## config.mk

```make
export PLATFORM = sky130hd
export DESIGN_NAME = reaction_sequencer
export DESIGN_NICKNAME = d
export VERILOG_FILES = /design/src/rtl/reaction_sequencer.sv
export SDC_FILE = /design/constraint.sdc
export NUM_CORES = 1
export LEC_CHECK = 0
export CAP_MARGIN = 0
export CORE_ASPECT_RATIO = 1.5
export CORE_MARGIN = 8
export CORE_UTILIZATION = 56
export CTS_CLUSTER_SIZE = 12
export DETAILED_ROUTE_END_ITERATION = 10
export GPL_TIMING_DRIVEN = 1
export PLACE_DENSITY = 0.86
export SLEW_MARGIN = 20
export SYNTH_ARGS = -nofsm -noshare
export SYNTH_HDL_FRONTEND = slang
export SYNTH_SLANG_ARGS = --single-unit
```

## constraint.sdc

```tcl
create_clock -name clk5Hz -period 2 [get_ports clk5Hz]
set_input_delay 0.4 -clock clk5Hz [delete_from_list [all_inputs] [get_ports clk5Hz]]
set_output_delay 0.4 -clock clk5Hz [all_outputs]
set_load 0.005 [all_outputs]
```

## src/rtl/reaction_sequencer.sv

```systemverilog
// Round controller for the reaction timer: arms the LED sweep, waits a pseudo-random
// hold-off, lights GO, and times the react press with false-start and timeout detection.
module reaction_sequencer #(
  parameter int         CNT_W     = 8,
  parameter int         ARM_TICKS = 4,
  parameter int         MIN_DELAY = 5,
  parameter int         RAND_W    = 4,
  parameter int         TIMEOUT   = 50,
  parameter logic [7:0] LFSR_SEED = 8'hA5
) (
  input  logic             clk5Hz,
  input  logic             reset_n,
  input  logic             i_start,
  input  logic             i_react,
  output logic             o_step_en,
  output logic             o_go_led,
  output logic             o_false_start,
  output logic             o_timeout,
  output logic             o_result_valid,
  output logic [CNT_W-1:0] o_result,
  output logic [CNT_W-1:0] o_best
);

  localparam int ARM_W = (ARM_TICKS > 1) ? $clog2(ARM_TICKS) : 1;
  localparam int DLY_W = $clog2(MIN_DELAY + (1 << RAND_W));

  typedef enum logic [2:0] {
    S_IDLE  = 3'd0,
    S_ARM   = 3'd1,
    S_WAIT  = 3'd2,
    S_GO    = 3'd3,
    S_DONE  = 3'd4,
    S_FAULT = 3'd5
  } state_t;

  state_t             r_state;
  logic               r_start_q;
  logic               r_react_q;
  logic [7:0]         r_lfsr;
  logic [ARM_W-1:0]   r_arm_cnt;
  logic [DLY_W-1:0]   r_dly;
  logic [CNT_W-1:0]   r_rt;
  logic [CNT_W-1:0]   r_result;
  logic [CNT_W-1:0]   r_best;
  logic               r_timeout;

  state_t             w_state_next;
  logic [ARM_W-1:0]   w_arm_cnt_next;
  logic [DLY_W-1:0]   w_dly_next;
  logic [CNT_W-1:0]   w_rt_next;
  logic [CNT_W-1:0]   w_result_next;
  logic [CNT_W-1:0]   w_best_next;
  logic               w_timeout_next;

  logic               w_start_rise;
  logic               w_react_rise;
  logic               w_lfsr_fb;
  logic [DLY_W-1:0]   w_dly_load;

  assign w_start_rise = i_start & ~r_start_q;
  assign w_react_rise = i_react & ~r_react_q;

  // Fibonacci taps 8,6,5,4 mapped onto bit indices 7,5,4,3.
  assign w_lfsr_fb  = r_lfsr[7] ^ r_lfsr[5] ^ r_lfsr[4] ^ r_lfsr[3];
  assign w_dly_load = DLY_W'(MIN_DELAY) + DLY_W'(r_lfsr[RAND_W-1:0]);

  always_comb begin
    w_state_next   = r_state;
    w_arm_cnt_next = r_arm_cnt;
    w_dly_next     = r_dly;
    w_rt_next      = r_rt;
    w_result_next  = r_result;
    w_best_next    = r_best;
    w_timeout_next = r_timeout;

    case (r_state)
      S_IDLE, S_DONE, S_FAULT: begin
        if (w_start_rise) begin
          w_state_next   = S_ARM;
          w_arm_cnt_next = '0;
          w_timeout_next = 1'b0;
        end
      end
      S_ARM: begin
        if (w_react_rise) begin
          w_state_next = S_FAULT;
        end else if (r_arm_cnt == ARM_W'(ARM_TICKS - 1)) begin
          w_state_next = S_WAIT;
          w_dly_next   = w_dly_load;
        end else begin
          w_arm_cnt_next = r_arm_cnt + 1'b1;
        end
      end
      S_WAIT: begin
        if (w_react_rise) begin
          w_state_next = S_FAULT;
        end else if (r_dly == DLY_W'(1)) begin
          w_state_next = S_GO;
          w_rt_next    = '0;
        end else begin
          w_dly_next = r_dly - 1'b1;
        end
      end
      S_GO: begin
        // A press in the final GO cycle still counts as a valid reaction.
        if (w_react_rise) begin
          w_state_next   = S_DONE;
          w_result_next  = r_rt;
          w_timeout_next = 1'b0;
          if (r_rt < r_best) begin
            w_best_next = r_rt;
          end
        end else if (r_rt == CNT_W'(TIMEOUT - 1)) begin
          w_state_next   = S_DONE;
          w_result_next  = CNT_W'(TIMEOUT);
          w_timeout_next = 1'b1;
        end else begin
          w_rt_next = r_rt + 1'b1;
        end
      end
      default: begin
        w_state_next = S_IDLE;
      end
    endcase
  end

  always_ff @(posedge clk5Hz) begin
    if (!reset_n) begin
      r_state   <= S_IDLE;
      r_start_q <= 1'b0;
      r_react_q <= 1'b0;
      r_lfsr    <= LFSR_SEED;
      r_arm_cnt <= '0;
      r_dly     <= '0;
      r_rt      <= '0;
      r_result  <= '0;
      r_best    <= '1;
      r_timeout <= 1'b0;
    end else begin
      r_state   <= w_state_next;
      r_start_q <= i_start;
      r_react_q <= i_react;
      r_lfsr    <= {r_lfsr[6:0], w_lfsr_fb};
      r_arm_cnt <= w_arm_cnt_next;
      r_dly     <= w_dly_next;
      r_rt      <= w_rt_next;
      r_result  <= w_result_next;
      r_best    <= w_best_next;
      r_timeout <= w_timeout_next;
    end
  end

  assign o_step_en      = (r_state == S_ARM);
  assign o_go_led       = (r_state == S_GO);
  assign o_false_start  = (r_state == S_FAULT);
  assign o_result_valid = (r_state == S_DONE);
  assign o_timeout      = r_timeout;
  assign o_result       = r_result;
  assign o_best         = r_best;

endmodule

```

# Word-level counts from Yosys, hierarchy flattened

Cells that the tools add are included.

Flip-flop bits (word level): 45
Word-level logic and storage cells: 84

Add/subtract/negate cells: 4
Order comparisons: 1
Eq/ne operators: 20
Mux-type cells: 28
Bitwise logic cells: 7
Reductions and logical operators: 14

Operators by type and width:

| operator            | number |
|---|---|
| $mux 8              | 6 |
| $mux 3              | 7 |
| $mux 5              | 4 |
| $ne 2x2->1 const B  | 8 |
| $pmux 8 s2          | 1 |
| $pmux 3 s4          | 1 |
| $pmux 5 s2          | 1 |
| $reduce_and 5->1    | 2 |
| $reduce_bool 2->1   | 5 |
| $add 8x1->8 const B | 1 |
| $eq 8x6->1 const B  | 1 |
| $lt 8x8->1          | 1 |
| $reduce_and 4->1    | 2 |
| $eq 3x2->1 const B  | 2 |
| $eq 3x3->1 const B  | 2 |
| $mux 2              | 3 |
| $ne 3x1->1 const B  | 2 |
| $reduce_and 3->1    | 2 |
| $add 3x4->5 const A | 1 |
| $eq 5x1->1 const B  | 1 |
| $sub 5x1->5 const B | 1 |
| $pmux 2 s2          | 1 |
| $eq 3x1->1 const B  | 1 |
| $logic_not 3->1     | 1 |
| 11 further kinds    | 17 |

# Longest topological paths before layout

Gate-level depths: netlist of run 1.

Depth after elaboration: 4
Gate-level depth with buffers: 8

# Worst setup path before layout of run 1

No wires, ideal clock.

Path type: reg2reg
From: register r_best[5] (netlist: o_best[5])
To: register r_best[1] (netlist: o_best[1])
Setup time: 0.141 ns
Arrival time: 1.705 ns
Required time: 1.859 ns
Setup slack: 0.154 ns
Cell stages (with the launch flop): 8
Buffers on the path: 1
Period minus slack after synthesis: 1.846 ns
Cell sequence: dfxtp_1 -> inv_1 -> ha_1 -> a2111oi_0 -> o21ai_0 -> a21oi_2 -> buf_2 -> o211ai_1

Longest elaborated chain between the ends: 2

Ends and longest elaborated chain:

| item                       | RTL line | RTL |
|---|---|---|
| start, declared            | 44       | `logic [CNT_W-1:0] r_best;` |
| start signal, assigned     | 148      | `r_best <= w_best_next;` |
| $lt 8x8->1                 | 110      | `if (r_rt < r_best) begin` |
| $reduce_and 3->1 (no line) | --       |  |

Every way passes these cells.
A chain may end at the register's enable or synchronous reset.

# Worst setup path after layout of run 1

From: register r_state[0]
To: output port o_go_led

Longest elaborated chain between the ends: 1

Ends and longest elaborated chain:

| item                   | RTL line | RTL |
|---|---|---|
| start, declared        | 36       | `state_t r_state;` |
| start signal, assigned | 140      | `r_state <= w_state_next;` |
| $eq 3x2->1             | 154      | `assign o_go_led = (r_state == S_GO);` |
| end, declared          | 16       | `output logic o_go_led,` |

Every way passes these cells.

==> run metrics, run 1 <==
outcome=finished, final reports clean; crit path time final=slightly below 2000 ps; delay-heaviest family, CP=buffers and inverters; # H-tree levels=2; PnR Total Power=about 2.1 mW; final net count=around 310; Initial Util=0.5781; worst-path cell chain=and3b_2, clkdlybuf4s50_1; root buffer cell=clkbuf_8; r2r endpoint=o_best[1]; fin util=0.7385; io pins=25; total grt overflow=0; WP data arrival=between 1500 and 2000 ps; commonest cells after routing, fill and taps aside=41 x dfxtp_1, 26 x buf_4, 23 x clkdlybuf4s50_1; most common cell after layout, fill and taps aside=dfxtp_1; Placed Cells=325; sequential share of the synthesized area=0.3971; Slew Viols, Final=0; gr usage total=0.1863; Worst setup EP type=output pin; Clock Path Buffers=2; cts hold-fix bufs=0; first-pass GRT wire length=9453 µm; WP buf/inv=1; cell area after synthesis=around 2300 µm²; worst reg2reg startpoint=r_rt[3]; placed wire-length estimate=roughly 4000 µm; Die ar.=between 6000 and 7000 µm²; Die W=67.97 µm; Max-slew headroom=0.7341; r2r setup slk=70 ps; final setup violation count=0; clock sinks=between 40 and 50; EDFF count, synth=0; Max rail drop VDD=~0.74 mV; Setup WS post-layout=between 15 and 20 ps; hold depth=1; worst-skew pair later-pin latency=about 310 ps; Clock transition at path regs=90 ps; Synth top area share=0.3971; die span in y=~94 µm; Iteration-0 DRC Markers=143; syn_area_per_cell=~9 µm²; layout cells sized above 1=0.2150; type of origin of the critical path=register; fill count=282; non-filler instance count after layout=about 340; antenna violations before repair=0; warnings from Yosys=0; Total Neg Setup Slack=0 ps; worst slew pin tran=approximately 400 ps; grt met3 use=0.02987; Area contributors post-synth=dfxtp_1 40%, ha_1 7.2%, nor2_1 3.8%, xnor2_1 3.5%, and2_1 3.0%; vias per inst=roughly 6; Synth Net Count=between 200 and 300; Core ar.=approximately 3900 µm²; Worst Hold End=r_lfsr[7]; number of remaining DRC errors=0; largest net degree at the start of global routing=25; synth unique cells=48; Required @ worst endpoint=1600 ps; CP max stage cell=clkdlybuf4s50_1; Synth-to-Final Area Change=27.74%; Pre-Repair DR Iteration Count=6; Mapped Cells=247; GRT busiest layer=met2; antenna diode count=0; post-placement cell area=about 2700 µm²; most used flip-flop cell after synthesis=dfxtp_1; Layout Skew=14.10 ps; crit path kind=register to output pin; GR Util met1=0.1930; MaxCap Viol Count=0; IO buf count=24; final hold violations=0; largest fanout on the critical path=8; wire per inst=between 15 and 20 µm; path depth of the worst reg2reg path=7; Yosys top cell by area=dfxtp_1; RD Place Congestion=~0.88; std cell rows=28; cell leakage power=roughly 1.2 nW; fin area=between 2000 and 3000 µm²; CTS tree=yes; cts bufs inserted=5; vias post-DR=2031; Async SR Flop Fraction=0; WL final=slightly below 6000 µm; Pwr Density=about 730 nW/µm²; WHS=between 400 and 500 ps; Yosys reg bits=45; Place WS=-228.1 ps; vias in the first global route=2127; max incr delay on CP=530 ps; Hold WC Path Type=register to register; M2 GR Usage=0.3362; final worst-path cycle share=0.9902; remaining antenna violation count=0; min-delay src=r_lfsr[6]; fmax=504.9 MHz
## flip-flops by register name, summed over array words and instances, names as in the netlist
name,count
r_rt,8
r_lfsr,8
o_best,8
r_state,3
o_timeout,1
o_result,8
r_react_q,1
r_arm_cnt,2
r_dly,5
r_start_q,1
## cells in the mapped netlist, types with 5 or more instances
cell type / instances
xnor2_1: 9
a211oi_1: 7
a22oi_1: 7
inv_1: 15
nor2_1: 23
o21ai_0: 7
and2_1: 11
nand3_1: 5
ha_1: 13
nand2b_1: 7
nor3_1: 6
clkbuf_1: 7
nand2_1: 15
o211ai_1: 9
a21oi_1: 11
o221a_2: 6
dfxtp_1: 45
## cell families (layout without fill, tap and decap cells)
logic type	Yosys count	count (layout)	synth area share
AND/OR/NAND/NOR	84	84	0.2008
AO/OA/AOI/OAI	66	66	0.2361
flip-flops	45	45	0.3971
buffers and inverters	27	73	0.04743
adder cells (fa/ha/maj)	13	13	0.07171
XOR/XNOR	11	11	0.04247
multiplexers	1	1	0.004413
## routing by layer
metal	up-vias	wire, µm
li1	979	-
met3	21	225
met1	969	2304
met2	62	3190
met4	0	187
met5	-	0
## where the power goes
part	total, mW	leakage (nW)	switching, mW	internal (mW)
logic	0.308	0.747	0.156	0.152
clock network	0.821	0.0681	0.325	0.497
registers	0.972	0.369	0.0425	0.930
## worst max path at each step
stage               startpoint             end  slack (ps)  cells after the start
floorplan            o_best[5]       o_best[1]         150                      7
global placement       i_react     o_result[0]        -160                      6
detailed placement     i_react     o_result[2]        -230                      6
CTS                 r_state[2]  o_result_valid         0.8                      3
global route         o_best[5]       o_best[1]         -60                      8
finish              r_state[0]        o_go_led          20                      2
## worst register-to-register path: cells and delay by family, from the launching register on
kind	cells	cell delay, ps
and+or+nand+nor	2	180
buffers and inverters	1	200
adders and majority gates	1	290
DFF	1	450
AOI/OAI and AO/OA	3	750
## what timing repair did
item | CTS | global route
gates resized for setup | 8 | 13
endpoints found under the hold margin | 0 | 0
endpoints found under the setup margin | 4 | 23
pin swaps | 0 | 4
setup buffers | 0 | 5
## area by class of cell
type	count	area (µm²)	share of cell area
clock buffers	5	68.82	0.02375
clock inverters	3	65.06	0.02245
multi-input cells	175	1303	0.4495
well taps	45	56.30	0.01943
repair buffers	50	437.9	0.1511
flip-flops and latches	45	910.9	0.3143
inverters	15	56.30	0.01943
(Power assumes the default switching activity.)
==> run 2, diff against run 1 <==
--- a/config.mk
+++ b/config.mk
@@ -8,11 +8,11 @@
 export CAP_MARGIN = 0
 export CORE_ASPECT_RATIO = 1.5
 export CORE_MARGIN = 8
-export CORE_UTILIZATION = 56
+export CORE_UTILIZATION = 60
 export CTS_CLUSTER_SIZE = 12
 export DETAILED_ROUTE_END_ITERATION = 10
 export GPL_TIMING_DRIVEN = 1
-export PLACE_DENSITY = 0.86
+export PLACE_DENSITY = 0.91
 export SLEW_MARGIN = 20
 export SYNTH_ARGS = -nofsm -noshare
 export SYNTH_HDL_FRONTEND = slang
==> constraint.sdc (replaced) <==
create_clock -name clk5Hz -period 2.4 [get_ports clk5Hz]
set_input_delay 0.48 -clock clk5Hz [delete_from_list [all_inputs] [get_ports clk5Hz]]
set_output_delay 0.48 -clock clk5Hz [all_outputs]
set_load 0.005 [all_outputs]
==> run 2 against run 1 <==
Effect of this change:
- utilization is 0.19 points higher
- worst setup slack better by 140 ps
- critical path depth is the same
- die area fell by 5.3%
- sequential share of layout area increased by 1.9 points
- largest power group unchanged
==> run metrics, run 2 (synthesized netlist as in run 1, its figures left out) <==
vias post-DR=roughly 1900; Total Neg Setup Slack=0 ps; Post-CTS Setup Inserts=0; WHS=roughly 430 ps; fill count=271; WP data arrival=about 1800 ps; fmax=447.3 MHz; RD Place Congestion=between 0.8 and 0.9; path depth of the worst reg2reg path=7; gr usage total=0.1682; die span in y=between 90 and 100 µm; Core ar.=between 3000 and 4000 µm²; fin area=about 2700 µm²; antenna violations before repair=0; Pre-Repair DR Iteration Count=4; vias per inst=between 5 and 6; Iteration-0 DRC Markers=99; final worst-path cycle share=0.9315; crit path kind=register to output pin; IO buf count=24; most common cell after layout, fill and taps aside=dfxtp_1; WL final=between 4000 and 5000 µm; number of remaining DRC errors=0; first-pass GRT wire length=about 8300 µm; Synth-to-Final Area Change=19.08%; Die W=between 60 and 70 µm; post-cts repair resize count=0; Max rail drop VDD=roughly 0.58 mV; cell leakage power=about 1.1 nW; Slew Viols, Final=0; MaxCap Viol Count=0; vias in the first global route=around 1900; Clock transition at path regs=around 90 ps; worst-skew pair later-pin latency=~300 ps; Hold WC Path Type=register to register; Clock Path Buffers=2; wire per inst=around 15 µm; placed wire-length estimate=about 3500 µm; layout cells sized above 1=0.1191; Required @ worst endpoint=~1900 ps; root buffer cell=clkbuf_8; r2r setup slk=260 ps; total grt overflow=0; cts hold-fix bufs=0; post-placement cell area=approximately 2600 µm²; largest net degree at the start of global routing=24; hold depth=1; final net count=just under 300; antenna diode count=0; Initial Util=0.6217; # H-tree levels=2; Max-slew headroom=0.7345; final hold violations=0; std cell rows=27; Worst setup EP type=output pin; CTS tree=yes; Die ar.=around 6000 µm²; outcome=finished, final reports clean; crit path time final=between 2000 and 2500 ps; largest fanout on the critical path=8; RSZ-0062 raised after global routing=no; Layout Skew=~5 ps; commonest cells after routing, fill and taps aside=45 x dfxtp_1, 24 x clkdlybuf4s50_1, 23 x nor2_1; type of origin of the critical path=register; io pins=25; cts bufs inserted=5; worst slew pin tran=388.2 ps; Pwr Density=around 600 nW/µm²; final setup violation count=0; clock sinks=45; remaining antenna violation count=0
## run 2: cell count changes in the layout (fill, tap and decap cells not counted), sizes merged
cell / change
buf: -16
clkinvlp: +1
dlymetal6s2s: -1
bufinv: -1
clkdlybuf4s50: +1
## run 2: per-stage QoR
stage	instances	worst slack (ps)	util	total power, mW
2_1_floorplan	247	554.0	-	0.9608
3_3_place_gp	312	238.5	0.7088	1.020
3_5_place_dp	312	217.6	0.7088	1.026
4_1_cts	320	162.1	0.7404	1.600
5_1_grt	320	11.46	0.7404	1.655
6_report	320	164.3	0.7404	1.593
## run 2: metal layers
metal  share of wire  track usage  routed length (µm)
met5               0            0                   0
met4           0.017      0.07156                  85
met3           0.028      0.03690                 141
met2            0.51       0.2821                2508
met1            0.45       0.1962                2219
## run 2: path summary, 6_finish.rpt
path,from,to
min,r_lfsr[6],r_lfsr[7]
min reg2reg,r_lfsr[6],r_lfsr[7]
max reg2reg,r_rt[5],o_best[6]
max,r_state[0],o_go_led
## run 2: power by group
group          internal (mW)  switching, mW
sequential             0.775         0.0306
combinational         0.0948          0.111
clock                  0.312          0.271
## run 2: worst max-delay path, stage by stage (launching register included)
cell and delay (ps):
dfxtp_1 470, and3b_1 410, clkdlybuf4s50_1 580
## run 2: cell type report
class                           count  area [µm²]  area share
Multi-Input combinational cell    175        1260      0.4664
Timing Repair Buffer               34       315.3      0.1167
Clock buffer                        5       68.82     0.02547
Clock inverter                      3       46.29     0.01714
Tap cell                           43       53.80     0.01992
Sequential cell                    45       900.9      0.3335
Inverter                           15       56.30     0.02084
==> run 3, diff against run 2 <==
--- a/config.mk
+++ b/config.mk
@@ -8,11 +8,11 @@
 export CAP_MARGIN = 0
 export CORE_ASPECT_RATIO = 1.5
 export CORE_MARGIN = 8
-export CORE_UTILIZATION = 60
+export CORE_UTILIZATION = 56
 export CTS_CLUSTER_SIZE = 12
 export DETAILED_ROUTE_END_ITERATION = 10
 export GPL_TIMING_DRIVEN = 1
-export PLACE_DENSITY = 0.91
+export PLACE_DENSITY = 0.86
 export SLEW_MARGIN = 20
 export SYNTH_ARGS = -nofsm -noshare
 export SYNTH_HDL_FRONTEND = slang
==> constraint.sdc (replaced) <==
create_clock -name clk5Hz -period 2.5 [get_ports clk5Hz]
set_input_delay 0.5 -clock clk5Hz [delete_from_list [all_inputs] [get_ports clk5Hz]]
set_output_delay 0.5 -clock clk5Hz [all_outputs]
set_load 0.005 [all_outputs]
==> run 3 against run 2 <==
Effect of this change:
- sequential share of layout area grew 0.37 points
- sequential cell count is the same
- cell area shrank 1.1%
- critical path depth is the same
- register-to-register slack gained 190 ps
- non-clock buffer count shrank 1
- global-route usage grew 0.20 points
- largest cell class unchanged
==> run metrics, run 3 (synthesized netlist as in run 1, its figures left out) <==
Pre-Repair DR Iteration Count=4; commonest cells after routing, fill and taps aside=45 x dfxtp_1, 24 x clkdlybuf4s50_1, 23 x nor2_1; type of origin of the critical path=register; post-cts repair resize count=0; Die ar.=about 6400 µm²; die span in y=93.95 µm; vias post-DR=between 1500 and 2000; Multi-input gate area=around 1300 µm²; crit path kind=register to output pin; worst-skew pair later-pin latency=approximately 300 ps; placed wire-length estimate=approximately 3800 µm; Slew Viols, Final=0; Die W=between 60 and 70 µm; non-filler instance count after layout=321; number of remaining DRC errors=0; Hold WC Path Type=register to register; worst setup path start=r_state[0]; # H-tree levels=2; vias in the first global route=between 1500 and 2000; Place WS=approximately 250 ps; CP max stage cell=clkdlybuf4s50_1; PnR Total Power=1.427 mW; Clock Path Buffers=2; Clock transition at path regs=~90 ps; Pwr Density=534.1 nW/µm²; worst slew pin tran=roughly 470 ps; layout cells sized above 1=0.1159; Worst setup EP type=output pin; WHS=approximately 430 ps; Required @ worst endpoint=around 2000 ps; total grt overflow=0; Max rail drop VDD=between 0.5 and 0.6 mV; Storage cell area=900.9 µm²; final setup violation count=0; Layout Skew=8.914 ps; clock sinks=between 40 and 50; remaining antenna violation count=0; first-pass GRT wire length=slightly below 9000 µm; cell leakage power=1.045 nW; vias per inst=6.012; outcome=finished, final reports clean; WP buf/inv=1; cts bufs inserted=5; root buffer cell=clkbuf_8; worst-path cell chain=and3b_1, clkdlybuf4s50_1; RSZ-0062 raised after global routing=no; antenna diode count=0; final net count=292; max incr delay on CP=570 ps; Max-slew headroom=0.6838; most common cell after layout, fill and taps aside=dfxtp_1; Post-CTS Setup Inserts=0; Initial Util=0.5781; Total Neg Setup Slack=0 ps; worst reg2reg startpoint=r_rt[5]; std cell rows=28; final hold violations=0; cts hold-fix bufs=0; crit path time final=around 2200 ps; wire per inst=about 16 µm; antenna violations before repair=0; largest fanout on the critical path=8; final worst-path cycle share=0.8952; fill count=324; min-delay src=r_lfsr[6]; io pins=25; Setup WS post-layout=262.1 ps; WP data arrival=roughly 1700 ps; WL final=approximately 5200 µm; CTS tree=yes; Placed Cells=roughly 310; MaxCap Viol Count=0; gr usage total=0.1702; Iteration-0 DRC Markers=145; Synth-to-Final Area Change=17.76%; IO buf count=24; largest net degree at the start of global routing=21; Core ar.=3924 µm²; RD Place Congestion=~0.94; fmax=446.8 MHz; delay-heaviest family, CP=buffers and inverters
==> run 3: final cells by class <==
| cell class | count | area share |
|---|---|---|
| tap | 45 | 0.02108 |
| timing repair buffer | 33 | 0.1152 |
| clock inverter | 3 | 0.007963 |
| clock buffer | 5 | 0.02576 |
| inverter | 15 | 0.02108 |
| sequential | 45 | 0.3372 |
| multi-input combinational | 175 | 0.4717 |
==> run 3: worst reg2reg max path: cells and delay by family (launching register included) <==
family / cells / cell delay [ps]
AO/OA/AOI/OAI: 4 / 950
flip-flops: 1 / 440
adder cells (fa/ha/maj): 1 / 290
buffers and inverters: 1 / 230
AND/OR/NAND/NOR: 1 / 80
==> run 3: routing by layer <==
layer	up-vias	wire length (µm)	track usage	part of all wire
met4	0	87	0.06346	0.017
met3	10	229	0.03704	0.044
met5	-	0	0	0
li1	941	-	-	-
met2	49	2748	0.3056	0.53
met1	930	2087	0.1845	0.41
==> run 3: worst paths after layout <==
| kind | endpoint | slack [ps] | cells after the start |
|---|---|---|---|
| worst min register to register | r_lfsr[7] | 430 | 1 |
| worst max register to register | o_best[6] | 450 | 7 |
| worst max-delay path | o_go_led | 260 | 2 |
| worst min-delay path | r_lfsr[7] | 430 | 1 |
==> run 3: through the flow <==
step | util | instance area, µm²
2_1_floorplan | - | 2268
3_3_place_gp | 0.6578 | 2581
3_5_place_dp | 0.6578 | 2581
4_1_cts | 0.6808 | 2671
5_1_grt | 0.6808 | 2671
6_report | 0.6808 | 2671
==> run 3: power breakdown <==
part	leakage, nW	switching [mW]	internal [mW]
logic	0.634	0.107	0.0901
registers	0.366	0.0296	0.744
clock network	0.0445	0.258	0.198
